`src/rtl/item_arbiter_pkg.sv`:
```
// Shared types and FSM encodings for the round-robin item arbiter.
package item_arbiter_pkg;

    typedef logic [2:0] item_t;

    localparam logic [0:0] ST_ARB  = 1'b0;
    localparam logic [0:0] ST_LOCK = 1'b1;

endpackage

```
`src/rtl/item_arbiter_if.sv`:
```
// Producer-to-consumer item channel: N_REQ requester lanes in, one registered lane out.
interface item_arbiter_if #(
    parameter int N_REQ = 4
);
    import item_arbiter_pkg::*;

    localparam int ID_W = $clog2(N_REQ);

    logic [N_REQ-1:0]        req_valid;
    item_t [N_REQ-1:0]       req_item;
    logic [N_REQ-1:0]        req_ready;
    logic                    out_valid;
    item_t                   out_item;
    logic [ID_W-1:0]         out_id;
    logic                    out_ready;

    modport master (
        input  req_valid, req_item, out_ready,
        output req_ready, out_valid, out_item, out_id
    );

    modport slave (
        output req_valid, req_item, out_ready,
        input  req_ready, out_valid, out_item, out_id
    );

endinterface

```
`src/rtl/item_arbiter_rr_pick.sv`:
```
// Combinational round-robin picker: first requester at or after ptr, wrapping to 0.
module rr_pick #(
    parameter  int N_REQ = 4,
    localparam int ID_W  = $clog2(N_REQ)
) (
    input  logic [N_REQ-1:0] req,
    input  logic [ID_W-1:0]  ptr,
    output logic [N_REQ-1:0] grant,
    output logic [ID_W-1:0]  id
);

    logic            found;
    logic [ID_W-1:0] idx;

    always_comb begin
        grant = '0;
        id    = '0;
        found = 1'b0;
        idx   = '0;
        for (int k = 0; k < N_REQ; k++) begin
            idx = ID_W'((int'(ptr) + k) % N_REQ);
            if (!found && req[idx]) begin
                found      = 1'b1;
                grant[idx] = 1'b1;
                id         = idx;
            end
        end
    end

endmodule

```
`src/rtl/item_arbiter.sv`:
```
// Round-robin arbiter with optional burst lock feeding one registered output stage.
module item_arbiter
    import item_arbiter_pkg::*;
#(
    parameter  int N_REQ = 4,
    parameter  int BURST = 1,
    localparam int ID_W  = $clog2(N_REQ)
) (
    input logic           clk,
    input logic           rst_n,
    item_arbiter_if.master bus
);

    localparam int CNT_W = (BURST > 1) ? $clog2(BURST + 1) : 1;

    logic [0:0]       state_q;
    logic [ID_W-1:0]  ptr_q;
    logic [ID_W-1:0]  owner_q;
    logic [CNT_W-1:0] cnt_q;

    logic             vld_p1;
    item_t            item_p1;
    logic [ID_W-1:0]  id_p1;

    logic [N_REQ-1:0] rr_grant;
    logic [ID_W-1:0]  rr_id;
    logic [N_REQ-1:0] grant;
    logic [ID_W-1:0]  gid;
    logic             can_load;
    logic             accept;
    logic             owner_valid;

    function automatic logic [ID_W-1:0] next_id(input logic [ID_W-1:0] cur);
        return (cur == ID_W'(N_REQ - 1)) ? '0 : cur + 1'b1;
    endfunction

    rr_pick #(.N_REQ(N_REQ)) u_pick (
        .req   (bus.req_valid),
        .ptr   (ptr_q),
        .grant (rr_grant),
        .id    (rr_id)
    );

    assign can_load    = ~vld_p1 | bus.out_ready;
    assign owner_valid = bus.req_valid[owner_q];

    // While locked only the owner may win; a dropped owner valid yields no grant.
    always_comb begin
        grant = '0;
        gid   = '0;
        if (state_q == ST_LOCK) begin
            if (owner_valid) begin
                grant[owner_q] = 1'b1;
                gid            = owner_q;
            end
        end else begin
            grant = rr_grant;
            gid   = rr_id;
        end
    end

    assign accept        = (|grant) & can_load;
    assign bus.req_ready = rst_n ? (grant & {N_REQ{can_load}}) : '0;

    // Stage p1: output register
    always_ff @(posedge clk or negedge rst_n) begin
        if (!rst_n) begin
            vld_p1  <= 1'b0;
            item_p1 <= '0;
            id_p1   <= '0;
        end else if (accept) begin
            vld_p1  <= 1'b1;
            item_p1 <= bus.req_item[gid];
            id_p1   <= gid;
        end else if (bus.out_ready) begin
            vld_p1  <= 1'b0;
        end
    end

    always_ff @(posedge clk or negedge rst_n) begin
        if (!rst_n) begin
            state_q <= ST_ARB;
            ptr_q   <= '0;
            owner_q <= '0;
            cnt_q   <= '0;
        end else begin
            case (state_q)
                ST_ARB: begin
                    if (accept) begin
                        if (BURST > 1) begin
                            state_q <= ST_LOCK;
                            owner_q <= gid;
                            cnt_q   <= CNT_W'(1);
                        end else begin
                            ptr_q <= next_id(gid);
                        end
                    end
                end
                ST_LOCK: begin
                    if (!owner_valid) begin
                        ptr_q   <= next_id(owner_q);
                        state_q <= ST_ARB;
                        cnt_q   <= '0;
                    end else if (accept) begin
                        // This accept is the last beat the owner may take.
                        if (cnt_q == CNT_W'(BURST - 1)) begin
                            ptr_q   <= next_id(owner_q);
                            state_q <= ST_ARB;
                            cnt_q   <= '0;
                        end else begin
                            cnt_q <= cnt_q + 1'b1;
                        end
                    end
                end
                default: begin
                    state_q <= ST_ARB;
                    cnt_q   <= '0;
                end
            endcase
        end
    end

    assign bus.out_valid = vld_p1;
    assign bus.out_item  = item_p1;
    assign bus.out_id    = id_p1;

endmodule
```
`src/flat_wrapper.sv`:
```
// flat-port wrapper written by rule: the top's interface ports become plain ports
module item_arbiter_flat import item_arbiter_pkg::*;
#(
    parameter  int N_REQ = 4,
    parameter  int BURST = 1,
    localparam int ID_W  = $clog2(N_REQ)
)
  (clk, rst_n, bus_req_valid, bus_req_item, bus_out_ready, bus_req_ready, bus_out_valid, bus_out_item, bus_out_id);
  item_arbiter_if #(.N_REQ(N_REQ)) bus_i ();
  input logic clk;
  input logic rst_n;
  input wire logic [$bits(bus_i.req_valid)-1:0] bus_req_valid;
  input wire logic [$bits(bus_i.req_item)-1:0] bus_req_item;
  input wire logic [$bits(bus_i.out_ready)-1:0] bus_out_ready;
  output wire logic [$bits(bus_i.req_ready)-1:0] bus_req_ready;
  output wire logic [$bits(bus_i.out_valid)-1:0] bus_out_valid;
  output wire logic [$bits(bus_i.out_item)-1:0] bus_out_item;
  output wire logic [$bits(bus_i.out_id)-1:0] bus_out_id;
  assign bus_i.req_valid = bus_req_valid;
  assign bus_i.req_item = bus_req_item;
  assign bus_i.out_ready = bus_out_ready;
  assign bus_req_ready = bus_i.req_ready;
  assign bus_out_valid = bus_i.out_valid;
  assign bus_out_item = bus_i.out_item;
  assign bus_out_id = bus_i.out_id;
  item_arbiter #(.N_REQ(N_REQ), .BURST(BURST)) u_core (.clk(clk), .rst_n(rst_n), .bus(bus_i));
endmodule
```
`config.mk`:
```
export PLATFORM = sky130hd
export DESIGN_NAME = item_arbiter_flat
export DESIGN_NICKNAME = d
export VERILOG_FILES = /design/src/rtl/item_arbiter_pkg.sv /design/src/rtl/item_arbiter_if.sv /design/src/rtl/item_arbiter_rr_pick.sv /design/src/rtl/item_arbiter.sv /design/src/flat_wrapper.sv
export SDC_FILE = /design/constraint.sdc
export NUM_CORES = 1
export LEC_CHECK = 0
export ABC_AREA = 1
export CORE_MARGIN = 4
export CORE_UTILIZATION = 50
export CTS_CLUSTER_DIAMETER = 80
export CTS_CLUSTER_SIZE = 24
export DETAILED_ROUTE_END_ITERATION = 8
export PLACE_DENSITY = 0.85
export SLEW_MARGIN = 20
export SYNTH_ARGS = -nofsm -noshare
export SYNTH_HDL_FRONTEND = slang
export SYNTH_SLANG_ARGS = --single-unit
```
`constraint.sdc`:
```
create_clock -name clk -period 6.1 [get_ports clk]
set_input_delay 1.22 -clock clk [delete_from_list [all_inputs] [get_ports clk]]
set_output_delay 1.22 -clock clk [all_outputs]
set_load 0.02 [all_outputs]
```
Word level (Yosys, flattened, before mapping)

Cells that the tools add are included.
W data, S select, Z words.

RAM bits: 0
Latch bits: 0
Memories: 0
ROM bits: 0
Output and inout bits: 10
Input bits: 19
Logic and storage cells: 106
Flip-flop bits (word level): 10

Magnitude comparators: 11
Multiply operators: 0
Reduce and logical (&&, ||, !) cells: 15
Multiplexer cells: 54
Equal/unequal tests: 6
Bitwise operators: 8
$add $sub $neg: 6
Divide/modulo/power cells: 0
Shift-type cells: 0

Operators with widths:

| kind                  | count |
|---|---|
| $mux W4               | 7 |
| $mux W2               | 12 |
| $mux W1               | 22 |
| $lt A2 B3 Y1 const B  | 6 |
| $or A4 B4 Y4          | 3 |
| $bmux W1 S2           | 5 |
| $demux W1 S2          | 5 |
| $ge A2 B1 Y1 const B  | 5 |
| $logic_and A1 B1 Y1   | 8 |
| $add A2 B1 Y2 const B | 3 |
| $bmux W3 S2           | 1 |
| $ne A3 B3 Y1 const B  | 2 |
| $add A2 B2 Y2 const B | 2 |
| $and A4 B4 Y4         | 1 |
| $eq A2 B2 Y1 const B  | 2 |
| $ne A2 B1 Y1 const B  | 2 |
| $pmux W2 S2           | 1 |
| $reduce_or A4 Y1      | 1 |
| $logic_not A1 Y1      | 3 |
| $mux W3               | 1 |
| $reduce_and A3 Y1     | 1 |
| $not A1 Y1            | 2 |
| $reduce_and A2 Y1     | 1 |
| $reduce_bool A2 Y1    | 1 |
| other kinds (3)       | 3 |

Logic depth before layout (Yosys ltp)

Gate-level depths: netlist (run 1).

Depth in word-level cells: 18
Mapped depth: 16
Depth with buffers taken out: 15

Modules after synthesis

A second synthesis (run 1) with hierarchy kept.

Cells, all modules: 171
Area total of the unflattened synthesis: 1069.8 um^2

By module, submodules not included:

| module       | seq. area each (um^2) | times used | area each (um^2) | cells an instance |
|---|---|---|---|---|
| item_arbiter | 225.2                 | 1          | 593.1            | 89 |
| rr_pick      | 0.0                   | 1          | 476.7            | 82 |

Worst setup path after synthesis (run 1)

Ideal clock, no wire load.

Path kind: input port to output port
Start point: input port bus_req_valid[3]
End point: output port bus_req_ready[2]
Stages on the path: 9
Data arrival time: 2207 ps
Setup slack: 2673 ps
Cells stage by stage: inv_1 nand2_1 nand3_4 nand2_4 nor2_4 nand4_1 nand3_1 nand2_1 nor2_1

Longest elaborated chain between the ends: 15

Ends and longest elaborated chain:

| what                          | RTL line                   | text |
|---|---|---|
| from (decl)                   | flat_wrapper.sv:12         | `input wire logic [$bits(bus_i.req_valid)-1:0] bus_req_valid;` |
| $bmux W1 S2                   | item_arbiter_rr_pick.sv:22 | `if (!found && req[idx]) begin` |
| $mux W1 (not written as such) | item_arbiter_rr_pick.sv:22 |  |
| $mux W1                       | item_arbiter_rr_pick.sv:22 |  |
| $logic_not A1 Y1              | item_arbiter_rr_pick.sv:22 |  |
| $logic_and A1 B1 Y1           | item_arbiter_rr_pick.sv:22 |  |
| $mux W1                       | item_arbiter_rr_pick.sv:22 |  |
| $logic_not A1 Y1              | item_arbiter_rr_pick.sv:22 |  |
| $logic_and A1 B1 Y1           | item_arbiter_rr_pick.sv:22 |  |
| $mux W1                       | item_arbiter_rr_pick.sv:22 |  |
| $logic_not A1 Y1              | item_arbiter_rr_pick.sv:22 |  |
| $logic_and A1 B1 Y1           | item_arbiter_rr_pick.sv:22 |  |
| $mux W4                       | item_arbiter_rr_pick.sv:22 |  |
| $mux W4 (*)                   | item_arbiter.sv:51         | `if (state_q == ST_LOCK) begin` |
| $and A4 B4 Y4 (*)             | item_arbiter.sv:63         | `assign bus.req_ready = rst_n ? (grant & {N_REQ{can_load}}) : '0;` |
| $mux W4 (*)                   | item_arbiter.sv:63         |  |
| to (decl)                     | flat_wrapper.sv:15         | `output wire logic [$bits(bus_i.req_ready)-1:0] bus_req_ready;` |

Every way passes the cells marked *; elsewhere a longest branch is shown, timed or not. The select of a mux whose other input is x is not followed.

Final worst setup path (run 1)

Start point: input port bus_req_valid[0]
End point: output port bus_req_ready[1]

The elaborated chain is that of the path after synthesis.

==> results of run 1 <==
kinds of logic (layout without fill, tap and decap cells):
logic type | after synthesis | after routing | share of synthesized area
flip-flops | 9 | 9 | 0.2108
adder cells (fa/ha/maj) | 9 | 9 | 0.1054
buffers and inverters | 24 | 53 | 0.09836
XOR/XNOR | 1 | 1 | 0.008198
AND/OR/NAND/NOR | 109 | 109 | 0.5059
AO/OA/AOI/OAI | 11 | 11 | 0.07142
sequential cells by signal (all words and copies together) (netlist names):
signal and count:
u_core.bus.out_item 3, u_core.bus.out_id 2, u_core.ptr_q 2, u_core.bus.out_valid 1, u_core.state_q 1
critical path, cell delays in order:
cell and delay (ps):
clkdlybuf4s50_1 510, inv_1 80, nand2_2 70, nand2_1 50
nand2_1 60, nand2_2 130, nor2_2 200, nand2_1 70
nand3_1 100, nand2_1 80, nor2_1 120, clkdlybuf4s50_1 610
cells in the final DEF, fill, tap and decap left out:
cell type and n:
a21oi_2 2, inv_2 2, clkbuf_1 1, o21ai_1 3, inv_1 18, inv_4 1
ha_1 9, nor2_4 2, nand2_1 63, nand2_2 4, clkdlybuf4s50_1 28, nor2_2 1
o21ai_0 1, nand3_4 1, clkbuf_4 3, nand2_4 3, nor2_1 5, dfrtp_1 9
nand3_1 16, o21ai_2 1, nand3b_1 7, xor2_1 1, nand3_2 1, a21boi_0 2
nand4_1 6, a21boi_1 2
layout make-up:
type | count | area share
Clock buffer | 4 | 0.01897
Inverter | 21 | 0.05872
Multi-Input combinational cell | 130 | 0.5330
Sequential cell | 9 | 0.1626
Tap cell | 27 | 0.02439
Timing Repair Buffer | 28 | 0.2023
per-layer routing:
layer,global-route usage,vias up,part of all wire
li1,-,578,-
met1,0.2090,505,0.40
met2,0.3526,52,0.51
met3,0.03815,6,0.069
met4,0.07469,0,0.017
met5,0,-,0
through the flow:
step / cell area (um^2) / hold WS, ps / std cells / utilization
floorplan: 1069 / 455.6 / 163 / -
global placement: 1359 / 463.5 / 215 / 0.6788
detailed placement: 1359 / 468.0 / 215 / 0.6788
CTS: 1385 / 484.1 / 219 / 0.6919
global route: 1385 / 507.5 / 219 / 0.6919
finish: 1385 / 480.9 / 219 / 0.6919
worst max path at each step:
stage / start / endpoint / slack [ps] / cells after the start
floorplan: bus_req_valid[3] / bus_req_ready[2] / 2670 / 9
global placement: bus_req_valid[0] / bus_req_ready[1] / 1720 / 12
detailed placement: bus_req_valid[0] / bus_req_ready[1] / 1600 / 12
CTS: bus_req_valid[0] / bus_req_ready[1] / 1600 / 12
global route: bus_req_valid[0] / bus_req_ready[1] / 1400 / 12
finish: bus_req_valid[0] / bus_req_ready[1] / 1590 / 12
synth_stat cells (2+ instances only):
cell,n
nor2_4,2
a21oi_2,2
ha_1,9
nand2_4,3
a21boi_1,2
nor2_1,5
o21ai_1,3
a21boi_0,2
nand3b_1,7
inv_1,18
nand3_1,16
dfrtp_1,9
nand2_1,63
nand2_2,4
nand4_1,6
inv_2,2
==> key figures, run 1 <==
Timing
  – Slew of the pin with the lowest slew margin: 450.6 ps
  – Headroom to the max-slew limit: 0.6996
  – Achievable Freq: roughly 220 MHz
  – Unrepaired setup endpoints after global routing: no
  – Hold Vio Cnt, Final: 0
  – Final Max Slew Viols: 0
  – Fin Clk Skew: roughly 2.1 ps
  – Endpoints failing setup: 0
  – Final min period: between 4000 and 5000 ps
  – PnR worst setup slack: between 1500 and 2000 ps
  – Setup TNS: 0 ps
  – Final period util: 0.7389

Min path
  – Hold WC Path Type: flop to flop
  – Hold path endpoint: u_core.bus.out_item[2]$_DFFE_PN0P_
  – Hold depth: 2
  – Hold Crit Start: u_core.bus.out_item[2]$_DFFE_PN0P_

Clock network
  – CTS max path bufs: 2
  – CTS Sinks: 9
  – Hold buffers post-CTS: 0
  – CTS tree: done
  – PostCTS Resize Cnt: 0
  – H-tree Lvls: 1
  – Post-CTS setup buffer count: 0
  – TritonCTS Buffers: 3
  – Worst-Skew Late Latency: between 200 and 300 ps
  – Root Buffer: clkbuf_4
  – CTS clk-pin slew, worst paths: 60 ps

Setup path
  – FF-to-FF setup slack: between 3000 and 4000 ps
  – CP arrival: between 3000 and 4000 ps
  – Worst path required time: ~4900 ps
  – Crit-path max FO: 9
  – Crit Reg-Reg Endpoint: u_core.bus.out_item[1]$_DFFE_PN0P_
  – Reg-to-reg startpoint: u_core.ptr_q[0]$_DFFE_PN0P_
  – R2R depth: 14
  – Setup CP Type: primary input to primary output
  – Crit end category: primary output
  – Startpoint Class: primary input

Die
  – Top Ports: 29
  – Die W: between 50 and 60 um
  – Initial Util: 0.5338
  – # rows: 16
  – Core area: between 2000 and 2500 um^2
  – Die area: about 2900 um^2
  – DIE HEIGHT: ~54 um

Placement
  – Dpl ws: roughly 1600 ps
  – Post-detail-place hpwl: about 2000 um
  – PortBufs: 28
  – GP Congestion: 0.9267

Yosys
  – Total number of yosys warnings: 2
  – Register area share after synthesis: 0.2108
  – EDFF count, synth: 0
  – Ys async rst share: 1.000
  – Flops & latches, synth: 9
  – Largest area contributor in the netlist: nand2_1
  – Syn_nets: ~190
  – Post-Syn Instances: around 160
  – Ys flop type: dfrtp_1
  – Synth Cell Area: 1069 um^2
  – Post-synth top area share: 0.2213
  – Syn avg cell area: roughly 6.6 um^2
  – Area contributors post-synth: nand2_1, dfrtp_1, ha_1
  – Yosys cell types: 26

Layout
  – FILL cells: 190
  – ANT cells: 0
  – Multi-input gate area: between 700 and 800 um^2
  – Layout Area Growth over Synthesis: 29.63%
  – Final net count: 221
  – Share of layout cells above drive strength 1: 0.1094
  – FF+latch area: roughly 230 um^2

Drt
  – 1st-iter DRT viols: 38
  – Vias/cell: between 5 and 6
  – Total vias in the final route: ~1100
  – DR WL/cell: 11.24 um
  – Antenna Nets Post-Route: 0
  – Final WL: between 2000 and 2500 um
  – DRT Pass-1 Iters: 5
  – DRC violations left: 0

Global routing
  – Largest net degree at the start of global routing: 14
  – All-Layer GR Usage: 0.1902
  – Vias in the first global route: 1098
  – Antenna violations before repair: 0
  – GRT Residual Overflow: 0
  – First-pass GRT wire length: 4202 um

Status
  – Run status: finished, final reports clean

Run
  – Max-Cap Viols: 0
Power of run 1 is not shown: default switching activity piles up to over one toggle a cycle in this logic, so the estimate is an artifact.
==> run 2: changes to the inputs <==
- CORE_UTILIZATION: 50 -> 48
- PLACE_DENSITY: 0.85 -> 0.83
- clock period: 6.1 -> 4.7 ns (I/O delays scaled with it)
==> run 2 against run 1 <==
Routed wire length grew 12%. Critical path depth is the same. Critical endpoint unchanged. Non-clock buffer count is the same. Count of clock-buffer cells in the layout is the same. Via count grew 1.4%. Worst setup slack lost 850 ps. Flip-flop and latch count is the same. Die area grew 3.5%. Clock skew grew 2.5 ps. Hold slack gained 7.1 ps. Global-route usage grew 1.3 points. Sequential share of layout area is the same.
==> key figures, run 2 (synthesis gave the netlist of run 1 again) <==
Layout
  – Layout Area Growth over Synthesis: 29.63% (unchanged)
  – Final net count: 221 (unchanged)
  – Share of layout cells above drive strength 1: 0.1094 (unchanged)
  – Commonest non-fill, non-tap cell in the layout: nand2_1
  – FILL cells: 201 (+5.8%)
  – ANT cells: 0 (unchanged)
  – Largest register FFs: 3 (unchanged)
  – Commonest non-fill, non-tap cells in the layout: nand2_1, clkdlybuf4s50_1, inv_1, nand3_1

Drt
  – DR WL/cell: 12.54 um (+12%)
  – Vias/cell: 5.283 (+1.4%)
  – Total vias in the final route: 1157 (+1.4%)
  – DRC violations left: 0 (unchanged)
  – DRT Pass-1 Iters: 5 (unchanged)
  – 1st-iter DRT viols: 39 (+2.6%)
  – Final WL: 2747 um (+12%)
  – Antenna Nets Post-Route: 0 (unchanged)

Timing
  – Final Max Slew Viols: 0 (unchanged)
  – Endpoints failing setup: 0 (unchanged)
  – Hold Vio Cnt, Final: 0 (unchanged)
  – PnR worst setup slack: 746.2 ps (-846.7 ps)
  – Final period util: 0.8412
  – Headroom to the max-slew limit: 0.6745 (-0.02512)
  – Achievable Freq: around 250 MHz
  – Final min period: just under 4000 ps
  – Fin Clk Skew: 4.618 ps (+2.545 ps)
  – Slew of the pin with the lowest slew margin: 488.2 ps (+37.62 ps)
  – Unrepaired setup endpoints after global routing: no
  – Setup TNS: 0 ps (unchanged)

Setup path
  – Startpoint Class: primary input
  – CP arrival: 3010 ps (-280 ps)
  – Setup CP Type: primary input to primary output
  – Crit-path max FO: 9 (unchanged)
  – Worst path required time: 3760 ps (-1120 ps)
  – Crit end category: primary output

Global routing
  – GRT Residual Overflow: 0 (unchanged)
  – First-pass GRT wire length: 4512 um (+7.4%)
  – Antenna violations before repair: 0 (unchanged)
  – All-Layer GR Usage: 0.2036 (+0.01337)
  – Largest net degree at the start of global routing: 14 (unchanged)
  – Vias in the first global route: 1107 (+0.82%)

Clock network
  – CTS clk-pin slew, worst paths: 60 ps (about the same)
  – CTS max path bufs: 2 (unchanged)
  – Root Buffer: clkbuf_4
  – CTS tree: done
  – Worst-Skew Late Latency: 270 ps (about the same)
  – CTS Sinks: 9 (unchanged)
  – PostCTS Resize Cnt: 0 (unchanged)
  – TritonCTS Buffers: 3 (unchanged)
  – Post-CTS setup buffer count: 0 (unchanged)
  – Hold buffers post-CTS: 0 (unchanged)
  – H-tree Lvls: 1 (unchanged)

Die
  – DIE HEIGHT: 55.18 um (+1.8%)
  – Die W: 55.18 um (+1.8%)
  – Top Ports: 29 (unchanged)
  – Core area: 2042 um^2 (+2.0%)
  – Initial Util: 0.5233 (-0.01047)
  – Die area: 3045 um^2 (+3.5%)
  – # rows: 16 (unchanged)

Status
  – Run status: finished, final reports clean

Placement
  – Post-detail-place hpwl: 2121 um (+5.9%)
  – GP Congestion: 0.9246 (-0.23%)
  – Dpl ws: 776.0 ps (-822.6 ps)
  – PortBufs: 28 (unchanged)

Run
  – Max-Cap Viols: 0 (unchanged)

Min path
  – Hold WC Path Type: flop to flop
[run 2: routing by layer]
metal | wire length (um) | global-route usage | vias to the layer above
li1 | - | - | 581
met2 | 1399 | 0.3957 | 45
met3 | 163 | 0.04826 | 10
met4 | 52 | 0.04858 | 0
met1 | 1132 | 0.2173 | 521
met5 | 0 | 0 | -
[run 2: worst paths after layout]
path | slack (ps) | end | from | cells after the start
min | 490 | u_core.bus.out_item[1]$_DFFE_PN0P_ | u_core.bus.out_item[1]$_DFFE_PN0P_ | 2
min in group asynchronous | 970 | u_core.bus.out_valid$_DFFE_PN0P_ | rst_n | 1
max in group asynchronous | 3430 | u_core.state_q$_DFF_PN0_ | rst_n | 1
min reg2reg | 490 | u_core.bus.out_item[1]$_DFFE_PN0P_ | u_core.bus.out_item[1]$_DFFE_PN0P_ | 2
max | 750 | bus_req_ready[1] | bus_req_valid[0] | 12
max reg2reg | 1840 | u_core.bus.out_item[1]$_DFFE_PN0P_ | u_core.ptr_q[0]$_DFFE_PN0P_ | 14
[run 2: cell type report]
class,count,area (um^2),share of cell area
Multi-Input combinational cell,130,738.2,0.5330
Timing Repair Buffer,28,280.3,0.2023
Sequential cell,9,225.2,0.1626
Inverter,21,81.33,0.05872
Tap cell,27,33.78,0.02439
Clock buffer,4,26.28,0.01897
[run 2: metrics by stage]
| step | util | cells | area, um^2 | hold slack, ps |
|---|---|---|---|---|
| floorplan | - | 163 | 1069 | 455.6 |
| global placement | 0.6654 | 215 | 1359 | 463.2 |
| detailed placement | 0.6654 | 215 | 1359 | 465.8 |
| CTS | 0.6783 | 219 | 1385 | 481.8 |
| global route | 0.6783 | 219 | 1385 | 507.7 |
| finish | 0.6783 | 219 | 1385 | 488.0 |
[run 2: critical path, stage by stage]
cell and delay, ps:
clkdlybuf4s50_1 500, inv_1 70, nand2_2 70, nand2_1 60, nand2_1 70, nand2_2 140, nor2_2 200, nand2_1 80
nand3_1 100, nand2_1 90, nor2_1 110, clkdlybuf4s50_1 610
Power of run 2 is left out for the same reason.
==> run 3: changes to the inputs <==
- CORE_UTILIZATION: 48 -> 43
- PLACE_DENSITY: 0.83 -> 0.78
- clock period: 4.7 -> 3.19 ns (I/O delays scaled with it)
==> run 3 against run 2 <==
Clock skew is 3.0 ps lower. Flip-flop and latch count stayed put. Utilization is 4.4 points lower. Die area is 9.9% higher. Via count is 4.1% higher. Worst setup slack worse by 590 ps. Count of clock-buffer cells in the layout stayed put. Final area is 5.1% higher. Critical path depth stayed put. Hold slack better by 1.3 ps. Critical endpoint unchanged.
==> key figures, run 3 (synthesis gave the netlist of run 1 again) <==
Status
  – Run status: finished, final reports clean

Timing
  – Final min period: 3032 ps
  – Hold Vio Cnt, Final: 0 (unchanged)
  – Final period util: 0.9504
  – Fin Clk Skew: 1.625 ps (-2.993 ps)
  – Headroom to the max-slew limit: 0.6992 (+0.02473)
  – Final Max Slew Viols: 0 (unchanged)
  – Unrepaired setup endpoints after global routing: no
  – Slew of the pin with the lowest slew margin: 450.7 ps (-37.52 ps)
  – Endpoints failing setup: 0 (unchanged)
  – Achievable Freq: roughly 330 MHz

Setup path
  – Worst-path cell chain: clkdlybuf4s50_1 > inv_1 > nand2_1 > nand2_1 > nand2_1 > nand2_2 > nor2_2 > nand2_1 > nand3_1 > nand2_1 > nor2_1 > dlygate4sd2_1
  – CP arrival: 2390 ps (-620 ps)
  – Startpoint Class: primary input
  – Top delay family on crit path: buffers and inverters
  – Setup CP Type: primary input to primary output
  – Crit-path max FO: 6 (-3)
  – Crit end category: primary output
  – Worst Path Buf+Inv: 3 (unchanged)
  – CP most frequent cell: nand2_1
  – Worst path max stage delay: 490 ps (-120 ps)
  – Worst path required time: 2550 ps (-1210 ps)
  – CP max stage cell: clkdlybuf4s50_1

Clock network
  – H-tree Lvls: 1 (unchanged)
  – PostCTS Resize Cnt: 4 (+4)
  – Post-CTS setup buffer count: 0 (unchanged)
  – Hold buffers post-CTS: 0 (unchanged)
  – TritonCTS Buffers: 3 (unchanged)
  – CTS clk-pin slew, worst paths: 60 ps (about the same)
  – CTS tree: done
  – CTS Sinks: 9 (unchanged)
  – CTS max path bufs: 2 (unchanged)
  – Worst-Skew Late Latency: 250 ps (-20 ps)
  – Root Buffer: clkbuf_4

Drt
  – DRC violations left: 0 (unchanged)
  – Total vias in the final route: 1204 (+4.1%)
  – 1st-iter DRT viols: 28 (-28%)
  – Final WL: 2760 um (+0.47%)
  – DR WL/cell: 12.00 um (-4.3%)
  – Antenna Nets Post-Route: 0 (unchanged)
  – Vias/cell: 5.235 (-0.91%)
  – DRT Pass-1 Iters: 4 (-1)

Layout
  – Layout Area Growth over Synthesis: 36.30%
  – FILL cells: 212 (+5.5%)
  – Final net count: 231 (+4.5%)
  – Layout Cells excl Fill: 230 (+5.0%)
  – Commonest non-fill, non-tap cells in the layout: nand2_1, clkdlybuf4s50_1, inv_1, nand3_1, buf_4
  – Largest register FFs: 3 (unchanged)
  – ANT cells: 0 (unchanged)
  – Commonest non-fill, non-tap cell in the layout: nand2_1
  – Share of layout cells above drive strength 1: 0.1535 (+0.04409)
  – Final instance area: 1456 um^2 (+5.1%)
  – FF+latch area: 225.2 um^2 (unchanged)
  – Multi-input gate area: 738.2 um^2 (unchanged)

Die
  – Die W: 57.85 um (+4.8%)
  – Top Ports: 29 (unchanged)
  – # rows: 17 (+1)
  – Core area: 2297 um^2 (+12%)
  – Initial Util: 0.4651 (-0.05814)
  – Die area: 3347 um^2 (+9.9%)
  – DIE HEIGHT: 57.85 um (+4.8%)

Global routing
  – First-pass GRT wire length: 4719 um (+4.6%)
  – Antenna violations before repair: 0 (unchanged)
  – Vias in the first global route: 1170 (+5.7%)
  – Largest net degree at the start of global routing: 14 (unchanged)
  – GRT Residual Overflow: 0 (unchanged)
  – All-Layer GR Usage: 0.1757 (-0.02787)

Min path
  – Hold WC Path Type: flop to flop

Placement
  – Dpl cells: 226 (+5.1%)
  – PortBufs: 28 (unchanged)
  – Placed Area: 1435 um^2 (+5.6%)
  – GP Congestion: 0.8642 (-6.5%)
  – Post-detail-place hpwl: 2292 um (+8.1%)

Run
  – Max-Cap Viols: 0 (unchanged)
## run 3: cell count changes in the layout (fill, tap and decap cells not counted), sizes merged
cell           previous run  this run
dlygate4sd2               0         4
buf                       0        10
clkdlybuf4s50            28        24
## run 3: routing by layer
metal,part of all wire,GRT usage,up-vias,routed length (um)
met4,0.034,0.08940,0,95
met2,0.48,0.3145,51,1336
li1,-,-,597,-
met3,0.065,0.02673,12,180
met1,0.42,0.2000,544,1149
met5,0,0,-,0
## run 3: final timing paths
check,startpoint,endpoint,slack [ps],cells after the start
min reg2reg,u_core.bus.out_item[0]$_DFFE_PN0P_,u_core.bus.out_item[0]$_DFFE_PN0P_,490,2
max reg2reg,u_core.ptr_q[0]$_DFFE_PN0P_,u_core.ptr_q[0]$_DFFE_PN0P_,750,16
min in group asynchronous,rst_n,u_core.bus.out_id[0]$_DFFE_PN0P_,710,2
max,bus_req_valid[3],bus_req_ready[1],160,12
max in group asynchronous,rst_n,u_core.ptr_q[0]$_DFFE_PN0P_,2350,2
min,u_core.bus.out_item[0]$_DFFE_PN0P_,u_core.bus.out_item[0]$_DFFE_PN0P_,490,2
## run 3: cell type report
type	count	share of cell area
clock buffer	4	0.01804
sequential	9	0.1546
inverter	21	0.05584
tap	28	0.02405
multi-input combinational	130	0.5069
timing repair buffer	38	0.2405
## run 3: through the flow
step	setup WS, ps	hold slack [ps]	setup TNS (ps)	utilization
after floorplan	664.5	342.4	0	-
after global routing	34.21	515.4	0	0.6340
after CTS	171.7	488.2	0	0.6340
after detailed placement	-102.7	476.1	-355.7	0.6247
after global placement	-10.53	464.3	-24.95	0.6247
final	158.4	489.4	0	0.6340
## run 3: tightest hold or removal path: cells and delay by family (launching register included)
kind	cells	cell delay, ps
AND/OR/NAND/NOR	2	120
flip-flops	1	340
Power of run 3 is left out for the same reason.
